==> src/rtl/s64x7_bus_arbiter.sv <==
// s64x7_bus_arbiter: two-master / one-slave arbiter for the S64X7 64-bit
// Wishbone-style bus. Master 0 is the core, master 1 a secondary requester.
// Ownership is held for the whole CYC. Slave-side signals are combinational
// from the current owner.
// Optional stall timeout: define S64X7_ARB_TIMEOUT_EN to build it.
module s64x7_bus_arbiter #(
    parameter int PRIORITY_MODE  = 0,   // 0 = round-robin, 1 = master 0 wins ties
    parameter int TIMEOUT_CYCLES = 16   // 2..255, used only with the timeout
) (
    input  logic        clk_i,
    input  logic        reset_i,
    input  logic [60:0] m0_adr_i,
    input  logic        m0_cyc_i,
    input  logic        m0_stb_i,
    input  logic        m0_we_i,
    input  logic        m0_vpa_i,
    input  logic [7:0]  m0_sel_i,
    input  logic [63:0] m0_dat_i,
    output logic        m0_ack_o,
    output logic        m0_err_o,
    input  logic [60:0] m1_adr_i,
    input  logic        m1_cyc_i,
    input  logic        m1_stb_i,
    input  logic        m1_we_i,
    input  logic [7:0]  m1_sel_i,
    input  logic [63:0] m1_dat_i,
    output logic        m1_ack_o,
    output logic        m1_err_o,
    output logic [63:0] mdat_o,
    output logic [60:0] s_adr_o,
    output logic        s_cyc_o,
    output logic        s_stb_o,
    output logic        s_we_o,
    output logic        s_vpa_o,
    output logic [7:0]  s_sel_o,
    output logic [63:0] s_dat_o,
    input  logic        s_ack_i,
    input  logic [63:0] s_dat_i,
    output logic [1:0]  gnt_o
);

    typedef enum logic [1:0] {IDLE, OWN0, OWN1} state_t;

    state_t state_q, state_d;
    logic   last_q, last_d;   // last owner; 1 after reset so master 0 wins the first tie
    logic   own0, own1;       // current owner (masked by reset so outputs drop at once)
    logic   act0, act1;       // owner still holding its CYC
    logic   tmo;              // stall timeout fires this cycle

    assign own0 = (state_q == OWN0) & ~reset_i;
    assign own1 = (state_q == OWN1) & ~reset_i;
    assign act0 = own0 & m0_cyc_i;
    assign act1 = own1 & m1_cyc_i;

`ifdef S64X7_ARB_TIMEOUT_EN
    logic [7:0] cnt_q, cnt_d;
    logic       stall;

    assign stall = ((act0 & m0_stb_i) | (act1 & m1_stb_i)) & ~s_ack_i;
    assign tmo   = stall & (cnt_q == 8'(TIMEOUT_CYCLES - 1));

    // Stall counter: clears on ack, release/idle or timeout, counts stalled strobes
    always_comb begin
        cnt_d = cnt_q;
        if (tmo || s_ack_i || !(act0 || act1)) cnt_d = 8'd0;
        else if (stall)                        cnt_d = cnt_q + 8'd1;
    end

    // Stall counter register
    always_ff @(posedge clk_i or posedge reset_i) begin
        if (reset_i) cnt_q <= 8'd0;
        else         cnt_q <= cnt_d;
    end
`else
    logic [7:0] unused_timeout;
    assign unused_timeout = 8'(TIMEOUT_CYCLES);
    assign tmo            = 1'b0;
`endif

    // Next-state: arbitrate from IDLE on cyc only; hand over directly on release
    always_comb begin
        state_d = state_q;
        last_d  = last_q;
        unique case (state_q)
            IDLE: begin
                if (m0_cyc_i && m1_cyc_i)
                    state_d = (PRIORITY_MODE == 1 || last_q) ? OWN0 : OWN1;
                else if (m0_cyc_i) state_d = OWN0;
                else if (m1_cyc_i) state_d = OWN1;
            end
            OWN0: begin
                if (!m0_cyc_i) begin
                    last_d  = 1'b0;
                    state_d = m1_cyc_i ? OWN1 : IDLE;
                end else if (tmo) begin
                    last_d  = 1'b0;
                    state_d = IDLE;
                end
            end
            OWN1: begin
                if (!m1_cyc_i) begin
                    last_d  = 1'b1;
                    state_d = m0_cyc_i ? OWN0 : IDLE;
                end else if (tmo) begin
                    last_d  = 1'b1;
                    state_d = IDLE;
                end
            end
            default: state_d = IDLE;
        endcase
    end

    // State and last-owner registers
    always_ff @(posedge clk_i or posedge reset_i) begin
        if (reset_i) begin
            state_q <= IDLE;
            last_q  <= 1'b1;
        end else begin
            state_q <= state_d;
            last_q  <= last_d;
        end
    end

    // Slave mux: mirror the owner while its CYC is high; a timeout kills cyc/stb
    always_comb begin
        s_adr_o = '0;
        s_cyc_o = 1'b0;
        s_stb_o = 1'b0;
        s_we_o  = 1'b0;
        s_vpa_o = 1'b0;
        s_sel_o = '0;
        s_dat_o = '0;
        if (act0) begin
            s_adr_o = m0_adr_i;
            s_cyc_o = ~tmo;
            s_stb_o = m0_stb_i & ~tmo;
            s_we_o  = m0_we_i;
            s_vpa_o = m0_vpa_i;
            s_sel_o = m0_sel_i;
            s_dat_o = m0_dat_i;
        end else if (act1) begin
            s_adr_o = m1_adr_i;
            s_cyc_o = ~tmo;
            s_stb_o = m1_stb_i & ~tmo;
            s_we_o  = m1_we_i;
            s_sel_o = m1_sel_i;
            s_dat_o = m1_dat_i;
        end
    end

    assign m0_ack_o = own0 & s_ack_i;
    assign m1_ack_o = own1 & s_ack_i;
    assign m0_err_o = own0 & tmo;
    assign m1_err_o = own1 & tmo;
    assign mdat_o   = s_dat_i;
    assign gnt_o    = {own1, own0};

endmodule

==> config.mk <==
export PLATFORM = sky130hd
export DESIGN_NAME = s64x7_bus_arbiter
export DESIGN_NICKNAME = d
export VERILOG_FILES = /design/src/rtl/s64x7_bus_arbiter.sv
export SDC_FILE = /design/constraint.sdc
export NUM_CORES = 1
export LEC_CHECK = 0
export ABC_AREA = 1
export CORE_AREA = 2 2 212 214
export DETAILED_ROUTE_END_ITERATION = 10
export DIE_AREA = 0 0 214 216
export PLACE_DENSITY_LB_ADDON = 0.08
export SYNTH_ARGS = -nofsm -noshare
export SYNTH_HDL_FRONTEND = slang
export SYNTH_SLANG_ARGS = --single-unit
==> constraint.sdc <==
create_clock -name clk_i -period 3.15 [get_ports clk_i]
set_clock_uncertainty 0.05 [all_clocks]
set_input_delay 0.315 -clock clk_i [delete_from_list [all_inputs] [get_ports clk_i]]
set_output_delay 0.315 -clock clk_i [all_outputs]
set_load 0.005 [all_outputs]
; ---- Word level (Yosys, flattened, before mapping)
; Cells that the tools add are included.
[totals]
ramBits = 0
memories = 0
reg_bits = 3
out_inout_bits = 207
rom_bits = 0
latchBits = 0
[op_classes]
bitwise = 7
n_mul = 0
muxes = 25
order_cmp = 0
div = 0
n_addsub = 0
eq_ne = 5
n_shift = 0
n_reduce_logical = 5
[op_table]
columns = op, count
row1 = 64-bit 2-to-1 mux, 2
row2 = 61-bit 2-to-1 mux, 2
row3 = 8-bit 2-to-1 mux, 2
row4 = 2-bit 2-to-1 mux, 7
row5 = 1-bit 2-to-1 mux, 10
row6 = 1-bit AND, 6
row7 = 2-bit one-hot mux with 3 select lines, 1
row8 = 3-bit AND reduction, 2
row9 = "2-bit != test, second input constant", 2
row10 = "4-bit != test, second input constant", 1
row11 = "2-bit by 1-bit == test with 1-bit output, second input constant", 1
row12 = "2-bit == test, second input constant", 1
row13 = 2-bit logical NOT, 1
row14 = 1-bit one-hot mux with 2 select lines, 1
row15 = 2-bit nonzero test, 1
row16 = 1-bit logical AND, 1
row17 = 1-bit inverter, 1

; ---- Logic depth before layout (Yosys ltp)
[depth]
depth_word = 5
mapped_depth = 7
depth_no_buf = 6

; ---- Least setup slack after synthesis
; OpenSTA, ideal clock, no wires.
[synth_path]
kind = input-to-output
from = input reset_i
to = output s_adr_o[11]
required_time_ps = 2785
path_buffers = 3
setup_slack_ps = 1564
path_stages = 6
t_arrival_ps = 1221
path_cell_list = buf_2 inv_1 nand3_4 buf_6 buf_2 o21ai_0
[synth_via]
elab_chain_len = 5
[synth_lines]
columns = element, line
row1 = from (decl), 11  ; input logic reset_i,
row2 = 1-bit inverter *, "50, 51"
row3 = 1-bit AND, 51  ; assign own1 = (state_q == OWN1) & ~reset_i;
row4 = 1-bit AND, 53  ; assign act1 = own1 & m1_cyc_i;
row5 = 61-bit 2-to-1 mux, 141  ; end else if (act1) begin
row6 = 61-bit 2-to-1 mux *, 133  ; if (act0) begin
row7 = to (decl), 30  ; output logic [60:0] s_adr_o,
; Every way passes the cells marked *; elsewhere a longest branch is shown, timed or not.

; ---- Worst setup path in the final report
[layout_path]
from = input m0_cyc_i
to = output s_adr_o[51]
[layout_via]
elab_chain_len = 2
[layout_lines]
columns = element, line
row1 = from (decl), 13  ; input logic m0_cyc_i,
row2 = 1-bit AND, 52  ; assign act0 = own0 & m0_cyc_i;
row3 = 61-bit 2-to-1 mux, 133
; Every way passes these cells.

==> report_table.html <==
<table>
<tr><th>Metric</th><th>Value</th></tr>
<tr><th colspan="2">Critical path</th></tr>
<tr><td>Critical path capture point type</td><td>output port</td></tr>
<tr><td>Crit Path Class</td><td>input pin to output port</td></tr>
<tr><td>Reg-to-reg critical path endpoint</td><td>state_q[0]$_DFFE_PP0P_</td></tr>
<tr><td>End point of the critical path</td><td>s_adr_o[51]</td></tr>
<tr><td>Startpoint of the lowest-slack register-to-register path</td><td>state_q[0]$_DFFE_PP0P_</td></tr>
<tr><td>Cell count of the worst reg-to-reg path</td><td>6</td></tr>
<tr><td>Largest delay contributor family on the critical path</td><td>buffers and inverters</td></tr>
<tr><td>Highest-delay cell along the critical path</td><td>sky130_fd_sc_hd__clkdlybuf4s50_1</td></tr>
<tr><td>Max FO, Critical Path</td><td>71</td></tr>
<tr><td>Data required time at the worst endpoint</td><td>about 2.8 ns</td></tr>
<tr><td>Critical path launch point type</td><td>input pin</td></tr>
<tr><td>Number of buffers and inverters on the critical path</td><td>3</td></tr>
<tr><td>Critical Path Start</td><td>m0_cyc_i</td></tr>
<tr><td>CP Data Arrival Time</td><td>2.34 ns</td></tr>
<tr><td>CP most frequent cell</td><td>sky130_fd_sc_hd__clkdlybuf4s50_1</td></tr>
<tr><td>Number of stages on the worst setup path</td><td>7</td></tr>
<tr><td>Crit-path cells</td><td>clkdlybuf4s50_1 &gt; nand3_2 &gt; nor2_4 &gt; buf_12 &gt; nand2_1 &gt; o21ai_1 &gt; clkdlybuf4s50_1</td></tr>
<tr><td>Max incr delay on CP</td><td>about 0.57 ns</td></tr>
<tr><td>Slack of the worst reg-to-reg path</td><td>between 2 and 2.5 ns</td></tr>
<tr><th colspan="2">Cells and area</th></tr>
<tr><td>Share of cells above drive strength 1</td><td>0.01716</td></tr>
<tr><td>Total area of multi-input combinational cells</td><td>between 1000 and 1500 sq um</td></tr>
<tr><td>Fillers</td><td>about 5k</td></tr>
<tr><td>Area taken by flip-flops and latches</td><td>approximately 76 sq um</td></tr>
<tr><td>Area overhead of the layout relative to synthesis</td><td>166.4%</td></tr>
<tr><td>Finished Core Util</td><td>0.1602</td></tr>
<tr><td># diodes</td><td>0</td></tr>
<tr><td>Fin nets</td><td>approximately 1.2k</td></tr>
<tr><td>Filler-free cell count of the finished design</td><td>between 1k and 1.5k</td></tr>
<tr><th colspan="2">Pwr</th></tr>
<tr><td>Clk pwr share</td><td>0.119</td></tr>
<tr><td>Switching power share of the total</td><td>0.3601</td></tr>
<tr><td>Cell Pwr Density</td><td>around 240 nW/um^2</td></tr>
<tr><td>Relative contribution of sequential cells to total power</td><td>0.054</td></tr>
<tr><td>Switching power</td><td>~0.0006 W</td></tr>
<tr><td>Worst-case vdd ir drop</td><td>about 160 uV</td></tr>
<tr><td>Internal Pwr Total</td><td>~0.0011 W</td></tr>
<tr><td>Logic gate share of total power</td><td>0.827</td></tr>
<tr><td>Static leakage power</td><td>2.815 nW</td></tr>
<tr><th colspan="2">Synthesis</th></tr>
<tr><td>Average cell area after synthesis</td><td>around 4.8 sq um</td></tr>
<tr><td>Synthesized instance count</td><td>545</td></tr>
<tr><td>Yosys Warn Count</td><td>0</td></tr>
<tr><td>Seq/Total Area, Yosys</td><td>0.02895</td></tr>
<tr><td>Distinct cells, synth</td><td>19</td></tr>
<tr><td>Syn Std Cell Area</td><td>approximately 2600 sq um</td></tr>
<tr><td>Flop and latch count out of synthesis</td><td>3</td></tr>
<tr><th colspan="2">Global route</th></tr>
<tr><td>Wire length of the first global-routing pass</td><td>~27000 um</td></tr>
<tr><td>Pin count of the biggest net entering global routing</td><td>a little over 70</td></tr>
<tr><td>Global Route Usage Sum</td><td>0.07616</td></tr>
<tr><td>Number of global-route vias before repair</td><td>4332</td></tr>
<tr><td>Remaining global-route overflow</td><td>0</td></tr>
<tr><td>Number of antenna violations at the first check in global routing</td><td>1</td></tr>
<tr><th colspan="2">CTS</th></tr>
<tr><td>Number of post-CTS setup repair buffers</td><td>0</td></tr>
<tr><td>Number of buffers created by CTS</td><td>3</td></tr>
<tr><td>Clock latency of the later-clocked register in the worst-skew pair</td><td>about 0.22 ns</td></tr>
<tr><td>Cts hold-fix bufs</td><td>0</td></tr>
<tr><td>Root Buffer Master</td><td>sky130_fd_sc_hd__clkbuf_16</td></tr>
<tr><td>TritonCTS sink count</td><td>3</td></tr>
<tr><td>Clock tree buffer depth</td><td>2</td></tr>
<tr><td>Clock slew at reported path FFs</td><td>~0.030 ns</td></tr>
<tr><td>H-Tree Depth</td><td>1</td></tr>
<tr><td>CTS tree</td><td>done</td></tr>
<tr><td>Post-cts repair resize count</td><td>0</td></tr>
<tr><th colspan="2">Timing</th></tr>
<tr><td>Unrepaired setup endpoints after global routing</td><td>false</td></tr>
<tr><td>Number of pins with negative max-slew slack in the final report</td><td>0</td></tr>
<tr><td>Final period demand of the worst path</td><td>~2.7 ns</td></tr>
<tr><td>Worst max-slew margin expressed relative to the limit</td><td>0.4919</td></tr>
<tr><td>Total of endpoints with negative setup slack in the final report</td><td>0</td></tr>
<tr><td>Worst-margin pin slew</td><td>0.7621 ns</td></tr>
<tr><td>Worst hold slack</td><td>0.2992 ns</td></tr>
<tr><td>Maximum achievable frequency</td><td>between 300 and 400 MHz</td></tr>
<tr><td>Worst Setup Slack, final</td><td>approximately 0.44 ns</td></tr>
<tr><td>Final hold violation count</td><td>0</td></tr>
<tr><td>Sum Neg Setup Slack</td><td>0 ns</td></tr>
<tr><td>Post-route fraction of the period consumed by the critical path</td><td>0.8594</td></tr>
<tr><th colspan="2">Drt</th></tr>
<tr><td>WL per Instance</td><td>~13 um</td></tr>
<tr><td>First-pass DRT Iterations</td><td>4</td></tr>
<tr><td>Total DRC errors in the routed layout</td><td>0</td></tr>
<tr><td>Total number of vias</td><td>4266</td></tr>
<tr><td>Post-detailed-route via-to-cell ratio</td><td>2.910</td></tr>
<tr><td>Number of antenna-violating nets in the routed design</td><td>0</td></tr>
<tr><td>Total detailed-routing wirelength</td><td>between 15000 and 20000 um</td></tr>
<tr><td>Number of DRC violations after detailed-routing iteration 0</td><td>130</td></tr>
<tr><th colspan="2">Floorplanning</th></tr>
<tr><td>Area inside the core boundary</td><td>about 44000 sq um</td></tr>
<tr><td>Row count</td><td>77</td></tr>
<tr><td>Effective utilization at floorplan</td><td>0.06014</td></tr>
<tr><td>Overall die width</td><td>214 um</td></tr>
<tr><td>Die extent in y</td><td>around 220 um</td></tr>
<tr><td>IO Pins</td><td>around 550</td></tr>
<tr><td>Full die area</td><td>46220 sq um</td></tr>
<tr><th colspan="2">Placed design</th></tr>
<tr><td>HPWL after detailed placement</td><td>roughly 16000 um</td></tr>
<tr><td>Cell total after placement</td><td>between 1k and 1.5k</td></tr>
<tr><td>GP Congestion</td><td>between 0.7 and 0.8</td></tr>
<tr><td>Pre-CTS setup slack</td><td>0.4036 ns</td></tr>
<tr><td>I/O Buffers</td><td>about 420</td></tr>
<tr><th colspan="2">Hold path</th></tr>
<tr><td>Worst min-delay path category</td><td>input pin to async pin</td></tr>
<tr><th colspan="2">Flow run</th></tr>
<tr><td>Count of maximum capacitance violations</td><td>0</td></tr>
<tr><th colspan="2">Outcome</th></tr>
<tr><td>Run status</td><td>completed</td></tr>
</table>
-- Yosys cell counts, drive strengths merged --
library cell / n / area, sq um
inv: 145 / 544.3
conb: 1 / 3.750
nand3: 6 / 47.55
dfrtp: 2 / 50.05
buf: 88 / 640.6
o21ai: 137 / 685.7
clkbuf: 9 / 33.78
a21oi: 1 / 5.000
nand2: 145 / 544.3
nor3: 2 / 10.01
nor2: 8 / 45.04
dfstp: 1 / 26.28
-- through the flow --
| stage | instance area (sq um) | total power, W |
|---|---|---|
| finish | 7024 | 0.001670 |
| global route | 7024 | 0.001817 |
| CTS | 7024 | 0.001711 |
| detailed placement | 6945 | 0.001500 |
| global placement | 6945 | 0.001539 |
| floorplan | 2640 | 0.0005941 |
-- cell type report --
cell class              count  share of cell area
repair buffers            421              0.6035
multi-input cells         301              0.1915
well taps                 592              0.1055
inverters                 145             0.07748
clock buffers               4             0.01122
flip-flops and latches      3             0.01087
-- sequential cells by signal, summed over array words and instances, names as in the netlist --
name,count
state_q,2
last_q,1
-- power by group through the flow --
stage | combinational [W] | sequential, W | clock [W]
after floorplan | 0.000510 | 0.0000843 | 0
after global placement | 0.00144 | 0.0000942 | 0
after detailed placement | 0.00141 | 0.0000907 | 0
after CTS | 0.00142 | 0.0000908 | 0.000202
after global routing | 0.00152 | 0.0000923 | 0.000209
final | 0.00138 | 0.0000906 | 0.000199
-- worst min path at each step --
stage,from,end,slack (ns),depth (start not counted)
after CTS,reset_i,state_q[1]$_DFFE_PP0P_,0.32,2
after global routing,reset_i,state_q[1]$_DFFE_PP0P_,0.33,2
after floorplan,reset_i,state_q[0]$_DFFE_PP0P_,0.21,2
after global placement,last_q$_DFFE_PP1P_,last_q$_DFFE_PP1P_,0.50,2
after detailed placement,last_q$_DFFE_PP1P_,last_q$_DFFE_PP1P_,0.47,2
final,reset_i,state_q[1]$_DFFE_PP0P_,0.30,2
-- kinds of logic (layout without fill, tap and decap cells) --
family                 count (synthesis)  in the layout  synth area share
buffers and inverters                242            570            0.4623
and+or+nand+nor                      161            161            0.2454
AOI/OAI and AO/OA                    138            138            0.2620
DFF                                    3              3           0.02895
other                                  1              2          0.001422
-- worst register-to-register path: stages (launching register included) --
cell and delay [ns]:
sky130_fd_sc_hd__dfrtp_1 0.45, sky130_fd_sc_hd__inv_1 0.12, sky130_fd_sc_hd__nand3_1 0.10, sky130_fd_sc_hd__nand2_1 0.08
sky130_fd_sc_hd__inv_1 0.05, sky130_fd_sc_hd__nand3_1 0.06, sky130_fd_sc_hd__nand2_1 0.07
-- layer usage --
layer / routed length, um / vias to the layer above / global-route usage
li1: - / 2196 / -
met4: 439 / 2 / 0.01865
met5: 13 / - / 0
met3: 2258 / 30 / 0.03481
met1: 7573 / 1722 / 0.08423
met2: 8969 / 316 / 0.1323
-- placed cells by master (no fill, tap or decap), types with 3 or more instances in the layout --
cell / count
sky130_fd_sc_hd__o21ai_0: 98
sky130_fd_sc_hd__inv_1: 143
sky130_fd_sc_hd__nand2_1: 145
sky130_fd_sc_hd__clkdlybuf4s50_1: 416
sky130_fd_sc_hd__clkbuf_16: 3
sky130_fd_sc_hd__nor2_1: 6
sky130_fd_sc_hd__buf_12: 3
sky130_fd_sc_hd__o21ai_1: 39
sky130_fd_sc_hd__nand3_1: 4
No activity file was read; power rests on OpenSTA's default activity.
